## src/rtl/booth_seq_divider8.sv

```systemverilog
// booth_seq_divider8: iterative signed 16/8 divider (restoring radix-2 on magnitudes, sign fix-up at the end)
//   clk       rising-edge clock
//   rst_n     synchronous active-low reset
//   start     request, sampled only in IDLE
//   DD        16-bit two's complement dividend
//   DR        8-bit two's complement divisor
//   tc        (only with BOOTH_DIV_UNSIGNED_EN) 1 = signed, 0 = unsigned operands
//   Quotient  registered 8-bit quotient
//   Remainder registered 8-bit remainder, sign of the dividend
//   busy      high from the accepting edge through the FIX edge
//   done      one-cycle result-valid pulse
//   dbz       divide-by-zero flag, held until the next result
//   ovf       quotient-overflow flag, held until the next result
// Optional macro: BOOTH_DIV_UNSIGNED_EN adds the tc port.
module booth_seq_divider8 #(
  parameter int ITER = 8
) (
  input  logic        clk,
  input  logic        rst_n,
  input  logic        start,
  input  logic [15:0] DD,
  input  logic [7:0]  DR,
`ifdef BOOTH_DIV_UNSIGNED_EN
  input  logic        tc,
`endif
  output logic [7:0]  Quotient,
  output logic [7:0]  Remainder,
  output logic        busy,
  output logic        done,
  output logic        dbz,
  output logic        ovf
);
  localparam logic [1:0] IDLE = 2'd0;
  localparam logic [1:0] CALC = 2'd1;
  localparam logic [1:0] FIX  = 2'd2;
  logic [1:0]  r_state;
  logic [2:0]  r_cnt;
  logic        r_sd, r_sr, r_tc, r_dbz_i, r_pre_ovf;
  logic [8:0]  r_dr;
  logic [8:0]  r_rem;
  logic [7:0]  r_q;
  logic [7:0]  r_quo, r_rmd;
  logic        r_busy, r_done, r_dbz, r_ovf;
  logic        w_tc, w_sd, w_sr, w_neg, w_ovf;
  logic [16:0] w_dd_mag;
  logic [8:0]  w_dr_mag;
  logic [9:0]  w_shift;
  logic [10:0] w_diff;
  logic [7:0]  w_qs, w_rs;
`ifdef BOOTH_DIV_UNSIGNED_EN
  assign w_tc = tc;
`else
  assign w_tc = 1'b1;
`endif
  assign w_sd     = DD[15] & w_tc;
  assign w_sr     = DR[7] & w_tc;
  // Negating -32768 / -128 in their own width yields 0x8000 / 0x80, which zero-extend to the true magnitude.
  assign w_dd_mag = {1'b0, w_sd ? -DD : DD};
  assign w_dr_mag = {1'b0, w_sr ? -DR : DR};
  // Extra headroom keeps the borrow correct even on overflowing operands whose result is discarded.
  assign w_shift  = {r_rem, r_q[7]};
  assign w_diff   = {1'b0, w_shift} - {2'b00, r_dr};
  assign w_neg    = r_sd ^ r_sr;
  assign w_qs     = w_neg ? -r_q : r_q;
  assign w_rs     = r_sd ? -r_rem[7:0] : r_rem[7:0];
  // A negative quotient may reach 128, a positive one only 127; unsigned keeps the full 8-bit range.
  assign w_ovf    = r_pre_ovf | (r_tc & ((~w_neg & r_q[7]) | (w_neg & (r_q > 8'd128))));
  always_ff @(posedge clk) begin
    if (!rst_n) begin
      r_state   <= IDLE;
      r_cnt     <= '0;
      r_sd      <= 1'b0;
      r_sr      <= 1'b0;
      r_tc      <= 1'b0;
      r_dbz_i   <= 1'b0;
      r_pre_ovf <= 1'b0;
      r_dr      <= '0;
      r_rem     <= '0;
      r_q       <= '0;
      r_quo     <= '0;
      r_rmd     <= '0;
      r_busy    <= 1'b0;
      r_done    <= 1'b0;
      r_dbz     <= 1'b0;
      r_ovf     <= 1'b0;
    end else begin
      r_done <= 1'b0;
      case (r_state)
        IDLE: if (start) begin
          r_sd      <= w_sd;
          r_sr      <= w_sr;
          r_tc      <= w_tc;
          r_dbz_i   <= (DR == 8'd0);
          r_pre_ovf <= (w_dd_mag[16:8] >= w_dr_mag);
          r_dr      <= w_dr_mag;
          r_rem     <= w_dd_mag[16:8];
          r_q       <= w_dd_mag[7:0];
          r_cnt     <= '0;
          r_busy    <= 1'b1;
          r_state   <= CALC;
        end
        CALC: begin
          r_rem   <= w_diff[10] ? w_shift[8:0] : w_diff[8:0];
          r_q     <= {r_q[6:0], ~w_diff[10]};
          r_cnt   <= r_cnt + 3'd1;
          r_state <= (r_cnt == 3'(ITER - 1)) ? FIX : CALC;
        end
        FIX: begin
          r_dbz   <= r_dbz_i;
          r_ovf   <= ~r_dbz_i & w_ovf;
          r_quo   <= (r_dbz_i | w_ovf) ? 8'd0 : w_qs;
          r_rmd   <= (r_dbz_i | w_ovf) ? 8'd0 : w_rs;
          r_done  <= 1'b1;
          r_busy  <= 1'b0;
          r_state <= IDLE;
        end
        default: r_state <= IDLE;
      endcase
    end
  end
  assign Quotient  = r_quo;
  assign Remainder = r_rmd;
  assign busy      = r_busy;
  assign done      = r_done;
  assign dbz       = r_dbz;
  assign ovf       = r_ovf;
endmodule

```

## config.mk

```make
export PLATFORM = sky130hd
export DESIGN_NAME = booth_seq_divider8
export DESIGN_NICKNAME = d
export VERILOG_FILES = /design/src/rtl/booth_seq_divider8.sv
export SDC_FILE = /design/constraint.sdc
export NUM_CORES = 1
export LEC_CHECK = 0
export CORE_MARGIN = 5
export CORE_UTILIZATION = 55
export CTS_CLUSTER_SIZE = 8
export DETAILED_ROUTE_END_ITERATION = 6
export PLACE_DENSITY_LB_ADDON = 0.1
export SYNTH_ARGS = -nofsm -noshare
export SYNTH_HDL_FRONTEND = slang
export SYNTH_SLANG_ARGS = --single-unit
```

## constraint.sdc

```tcl
create_clock -name clk -period 3.6 [get_ports clk]
set_clock_uncertainty 0.2 [all_clocks]
set_input_delay 0.36 -clock clk [delete_from_list [all_inputs] [get_ports clk]]
set_output_delay 0.36 -clock clk [all_outputs]
set_load 0.01 [all_outputs]
```

==> Word level (Yosys, flattened, before mapping) <==
Index checks and enable logic that the tools add are counted.
{ "totals": {"reg_bits": 55, "inputBits": 27, "output_inout_bits": 20} }
{ "classes": {"n_addsub": 6, "n_lt_le_gt_ge": 2, "n_eq_ne": 4, "n_mux": 19, "bitwise_logic": 11, "reduce_logical": 7} }
{ "ops": {"columns": ["op", "count"], "rows": [
  ["$mux W8", 6],
  ["$neg A8 Y8", 3],
  ["$mux W9", 2],
  ["$pmux W9 S2", 1],
  ["$mux W16", 1],
  ["$neg A16 Y16", 1],
  ["$pmux W8 S2", 1],
  ["$sub A10 B8 Y11", 1],
  ["$ge A8 B8 Y1", 1],
  ["$gt A8 B8 Y1 const B", 1],
  ["$logic_not A8 Y1", 1],
  ["$pmux W3 S2", 1],
  ["$reduce_and A2 Y1", 3],
  ["$and A1 B1 Y1", 4],
  ["$mux W2", 2],
  ["$pmux W2 S2", 1],
  ["$reduce_bool A2 Y1", 2],
  ["$add A3 B1 Y3 const B", 1],
  ["$eq A3 B3 Y1 const B", 1],
  ["$mux W3", 1],
  ["$not A1 Y1", 3],
  ["$or A1 B1 Y1", 3],
  ["$eq A2 B1 Y1 const B", 1],
  ["$eq A2 B2 Y1 const B", 1],
  ["other kinds (5)", 6]
]} }

==> Depth between registers and ports, before layout <==
Gate-level depths: netlist of the first run.
{ "depth": {"word_depth": 8, "ltp_mapped": 12, "depth_no_buf": 12} }

==> Worst setup path before layout of the first run <==
OpenSTA, ideal clock, no wires.
{ "synth_timing": {"kind": "input -> register", "start": "input port DD[5]", "end": "register r_pre_ovf", "arrival_ns": 2.564, "t_required_ns": 3.285, "setup_slack_ns": 0.721, "cell_stages": 11, "path_cell_list": "or4_1 clkbuf_1 or2_2 o41ai_1 xor2_1 inv_1 ha_1 a211o_1 o211ai_1 a21oi_1 o21a_1"} }
{ "synth_between": {"elab_chain_cells": 3} }
{ "synth_rtl": {"columns": ["item", "line", "rtl"], "rows": [
  ["start, declared", "21", "input logic [15:0] DD,"],
  ["$neg A16 Y16", "58", "assign w_dd_mag = {1'b0, w_sd ? -DD : DD};"],
  ["$mux W16", "58", null],
  ["$ge A8 B8 Y1", "94", "r_pre_ovf <= (w_dd_mag[16:8] >= w_dr_mag);"],
  ["end signal, assigned", "94", null],
  ["end, declared", "38", "logic r_sd, r_sr, r_tc, r_dbz_i, r_pre_ovf;"]
]} }
No other way between the ends.
A chain may end at the register's enable or synchronous reset.

==> Worst setup path in the final report of the first run <==
Ends and elaborated chain as after synthesis.

==> impl_metrics.yaml, run 1 <==
status:
  status: "completed"
logic_synthesis:
  synth.net_count: 461
  synth_xor_area_share_pct: 9.064
  yosys_register_bits: 55
  syn_inst: 411
  synth_edf_count: 0
  synth.distinct_cells: 55
  synth_adder_area_share_pct: 8.731
  synth.mux.area_fraction_pct: 1.480
  synth_seq_area_share_pct: 32.56
  main_flop_type_after_synthesis: "dfxtp_1"
  largest_family_of_logic_cells_by_synthesized_area: "compound AO/OA/AOI/OAI gates"
  ys_warn_count: 0
  synth_compound_gate_area_share_pct: 21.75
  yosys.area.top_type: "dfxtp_1"
  post_synth_and_or_nand_nor_area_fraction_pct: 21.75
  yosys.area.top_type_share_pct: 32.56
  synth.area.top_cells: "dfxtp_1 (33%), ha_1 (8.1%), nand2_1 (6.7%)"
  synth_async_sr_flop_share_pct: 0
  netlist_area_before_placement_um2: 3382
  post_synth.cell_area_avg_um2: 8.229
global_routing:
  grt_pass1_wl_um: 14050
  grtUsageTotal_pct: 22.60
  grt_max_degree: 26
  first_global_vias: 2934
  antenna_found_initial: 0
  grt_overflow_total: 0
finish:
  syn_to_final_growth_pct: 18.98
  antenna-diode-count: 0
  drive_gt1_share_pct: 5.947
  filler_instances: 539
  finish.net_count: 504
  multiInputGateArea_um2: 2123
  layout.area.seq_um2: 1101
  design_area_um2: 4024
timing:
  number_of_max_slew_violations_in_the_final_report: 0
  timing.max_slew.rel_slack_pct: 55.85
  finalCriticalPeriod_ns: 3.132
  tns_ns: 0
  timing_hold_violations_final: 0
  achievable-frequency_mhz: 319.3
  worst_slew_pin_slew_ns: 0.6583
  finalSetupViolations: 0
  final_period_util_pct: 87.01
  rsz0062_at_grt: "false"
placement:
  dpl.hpwl_um: 6435
  gpl.final_weighted_congestion: 0.9120
  port-buffer-count: 46
  placedInstanceArea_um2: 3921
clock_network:
  cts.reportedPaths.clkPinSlew_ns: 0.10
  cts_hold_buf: 0
  cts.htree.levels: 2
  cts_root_buffer: "clkbuf_8"
  numClockSinks: 55
  cts_tree: "done"
  ctsLongestPathBuffers: 2
  numCtsBuffers: 5
  post_cts_resize_count: 0
  post_cts.repair.setup_buffers: 0
  worstSkewPairLatency_ns: 0.31
worst_setup_path:
  worst_path_slowest_cell: "or4_1"
  critical_path_class: "input pin to register"
  max_stage_delay_ns: 0.58
  cp-end-kind: "register"
  cp_max_fo: 4
  crit_arrival_ns: 3.15
  required_time_at_the_worst_slack_endpoint_ns: 3.62
  worstSetupStartpointType: "input pin"
  crit_path_cell_trace: "clkdlybuf4s50_1 > or4_1 > or2_2 > o41ai_1 > xor2_1 > inv_1 > ha_1 > a211o_1 > o211ai_1 > a21oi_1 > o21a_1"
power_and_ir_drop:
  power.combinational.fraction_pct: 35.5
  internal_power_of_the_cells_mw: 1.121
  ir_drop_mv: 0.2436
  power_density_nw_per_um2: 428.8
  totalPowerFinal_mw: 1.726
  power.net_switching_mw: 0.6046
  netSwitchingFraction_pct: 35.04
  pwr-share-seq_pct: 41.3
  power.static_leakage_nw: 1.549
  clkPwrFrac_pct: 23.2
floorplan:
  initial_core_utilization_pct: 56.79
  die_area_um2: 7817
  die-height_um: 88.42
  floorplan.core_area_um2: 5956
  placementRows: 28
  pin_count: 47
  die_width_um: 88.42
routing:
  count_of_vias_placed_by_the_detailed_router: 3125
  route.final.wire_length_um: 8282
  drtAntennaViolNets: 0
  number_of_iterations_in_the_first_detailed_routing_pass: 6
  avgViaCountPerCell: 5.907
  detailedRoute.firstIterationViolations: 205
  avgRoutedWirePerCell_um: 15.66
  drt_drc_violations_left: 0
run:
  drv.max_cap_violation_count: 0
worst_hold_path:
  worstHoldPathType: "register to register"
registers in the layout, indices dropped and copies added, names as in the netlist, 2 cells and up:
signal	count
Quotient	8
Remainder	8
r_cnt	3
r_dr	8
r_q	8
r_rem	9
r_state	2
metal layers:
metal  global-route usage (%)  up-vias  wire (um)
met5                        0        -          0
met4                    7.005        0        133
met3                    3.166       12        517
met2                    38.27      103       3949
met1                    29.82     1448       3681
li1                         -     1562          -
cell type report:
class	instances	area share, %
timing repair buffer	54	12.94
clock buffer	6	1.803
clock inverter	1	0.7463
multi-input combinational	316	52.77
tap	75	2.332
sequential	55	27.36
inverter	22	2.052
worst paths after layout:
check | end | startpoint | cells after the start | slack, ns
worst min register to register | Quotient[6]$_SDFFE_PN0P_ | Quotient[6]$_SDFFE_PN0P_ | 2 | 0.25
worst min-delay path | Quotient[6]$_SDFFE_PN0P_ | Quotient[6]$_SDFFE_PN0P_ | 2 | 0.25
worst max register to register | r_rem[2]$_SDFFE_PN0P_ | r_q[7]$_SDFFE_PN0P_ | 8 | 0.70
worst max-delay path | r_pre_ovf$_SDFFE_PN0P_ | DD[5] | 11 | 0.47
cell usage in the layout, fill, tap and decap left out, types with 3 or more instances in the layout:
cell type,n
buf_4,8
nor2b_1,9
a21oi_1,10
o21ai_2,8
o2111ai_1,3
nand2b_1,11
xnor2_1,17
a211oi_1,3
or4_1,3
a32oi_1,4
o21ai_1,3
a22oi_1,4
or3_1,4
o31ai_1,9
ha_1,22
xor2_1,18
o21ai_0,24
nor2_1,24
nand2_1,60
o211ai_1,6
and2_1,3
inv_1,21
mux2i_1,5
nor3_1,8
o41ai_1,5
dfxtp_1,55
a31oi_1,3
and3_1,8
nor4_1,4
clkbuf_8,5
a222oi_1,7
clkdlybuf4s50_1,46
nand3_1,4
synthesized netlist by cell type, drive strengths merged, types with 3 or more instances:
cell / instances
mux2i: 5
o21ai: 35
and2: 4
xor2: 18
clkbuf: 16
o2111ai: 3
inv: 21
a211oi: 3
a32oi: 4
nand2b: 11
nand3: 4
a31oi: 4
and3: 8
nor2b: 9
xnor2: 17
a21oi: 10
nor2: 24
nand3b: 3
or3: 4
nand2: 60
o31ai: 9
ha: 22
a22oi: 4
nor3: 8
or4: 3
o41ai: 5
o211ai: 6
dfxtp: 55
a222oi: 7
nor4: 4
stage by stage:
stage,setup WS [ns],util (%),hold slack (ns),cells
floorplan,0.7214,-,0.2479,411
global placement,0.2393,65.84,0.2339,522
detailed placement,0.1488,65.84,0.2410,522
CTS,0.4886,67.56,0.2555,529
global route,0.3098,67.56,0.2800,529
finish,0.4677,67.56,0.2521,529
cell families after synthesis:
logic type | after synthesis
buffers and inverters | 40
XOR/XNOR | 35
AND/OR/NAND/NOR | 150
multiplexers | 5
adder cells (fa/ha/maj) | 23
flip-flops | 55
AO/OA/AOI/OAI | 103
power groups by stage:
stage | combinational [mW] | sequential [mW] | clock (mW)
after floorplan | 0.451 | 0.701 | 0
after global placement | 0.580 | 0.724 | 0
after detailed placement | 0.598 | 0.725 | 0
after CTS | 0.604 | 0.711 | 0.405
after global routing | 0.684 | 0.719 | 0.431
final | 0.612 | 0.713 | 0.400
worst max-delay path, delay by kind of cell:
kind                     cells  cell delay, ns
AO/OA/AOI/OAI                5            0.88
buffers and inverters        2            0.54
adder cells (fa/ha/maj)      1            0.20
AND/OR/NAND/NOR              2            0.92
XOR/XNOR                     1            0.26
No activity file was read; power rests on OpenSTA's default activity.
==> inputs of run 2 (changes only) <==
--- a/config.mk
+++ b/config.mk
@@ -13,3 +13,4 @@
 export SYNTH_ARGS = -nofsm -noshare
 export SYNTH_HDL_FRONTEND = slang
 export SYNTH_SLANG_ARGS = --single-unit
+export TNS_END_PERCENT = 5
==> results of run 2 <==
Same layout as run 1: the final DEF is identical, and so are final timing and power.
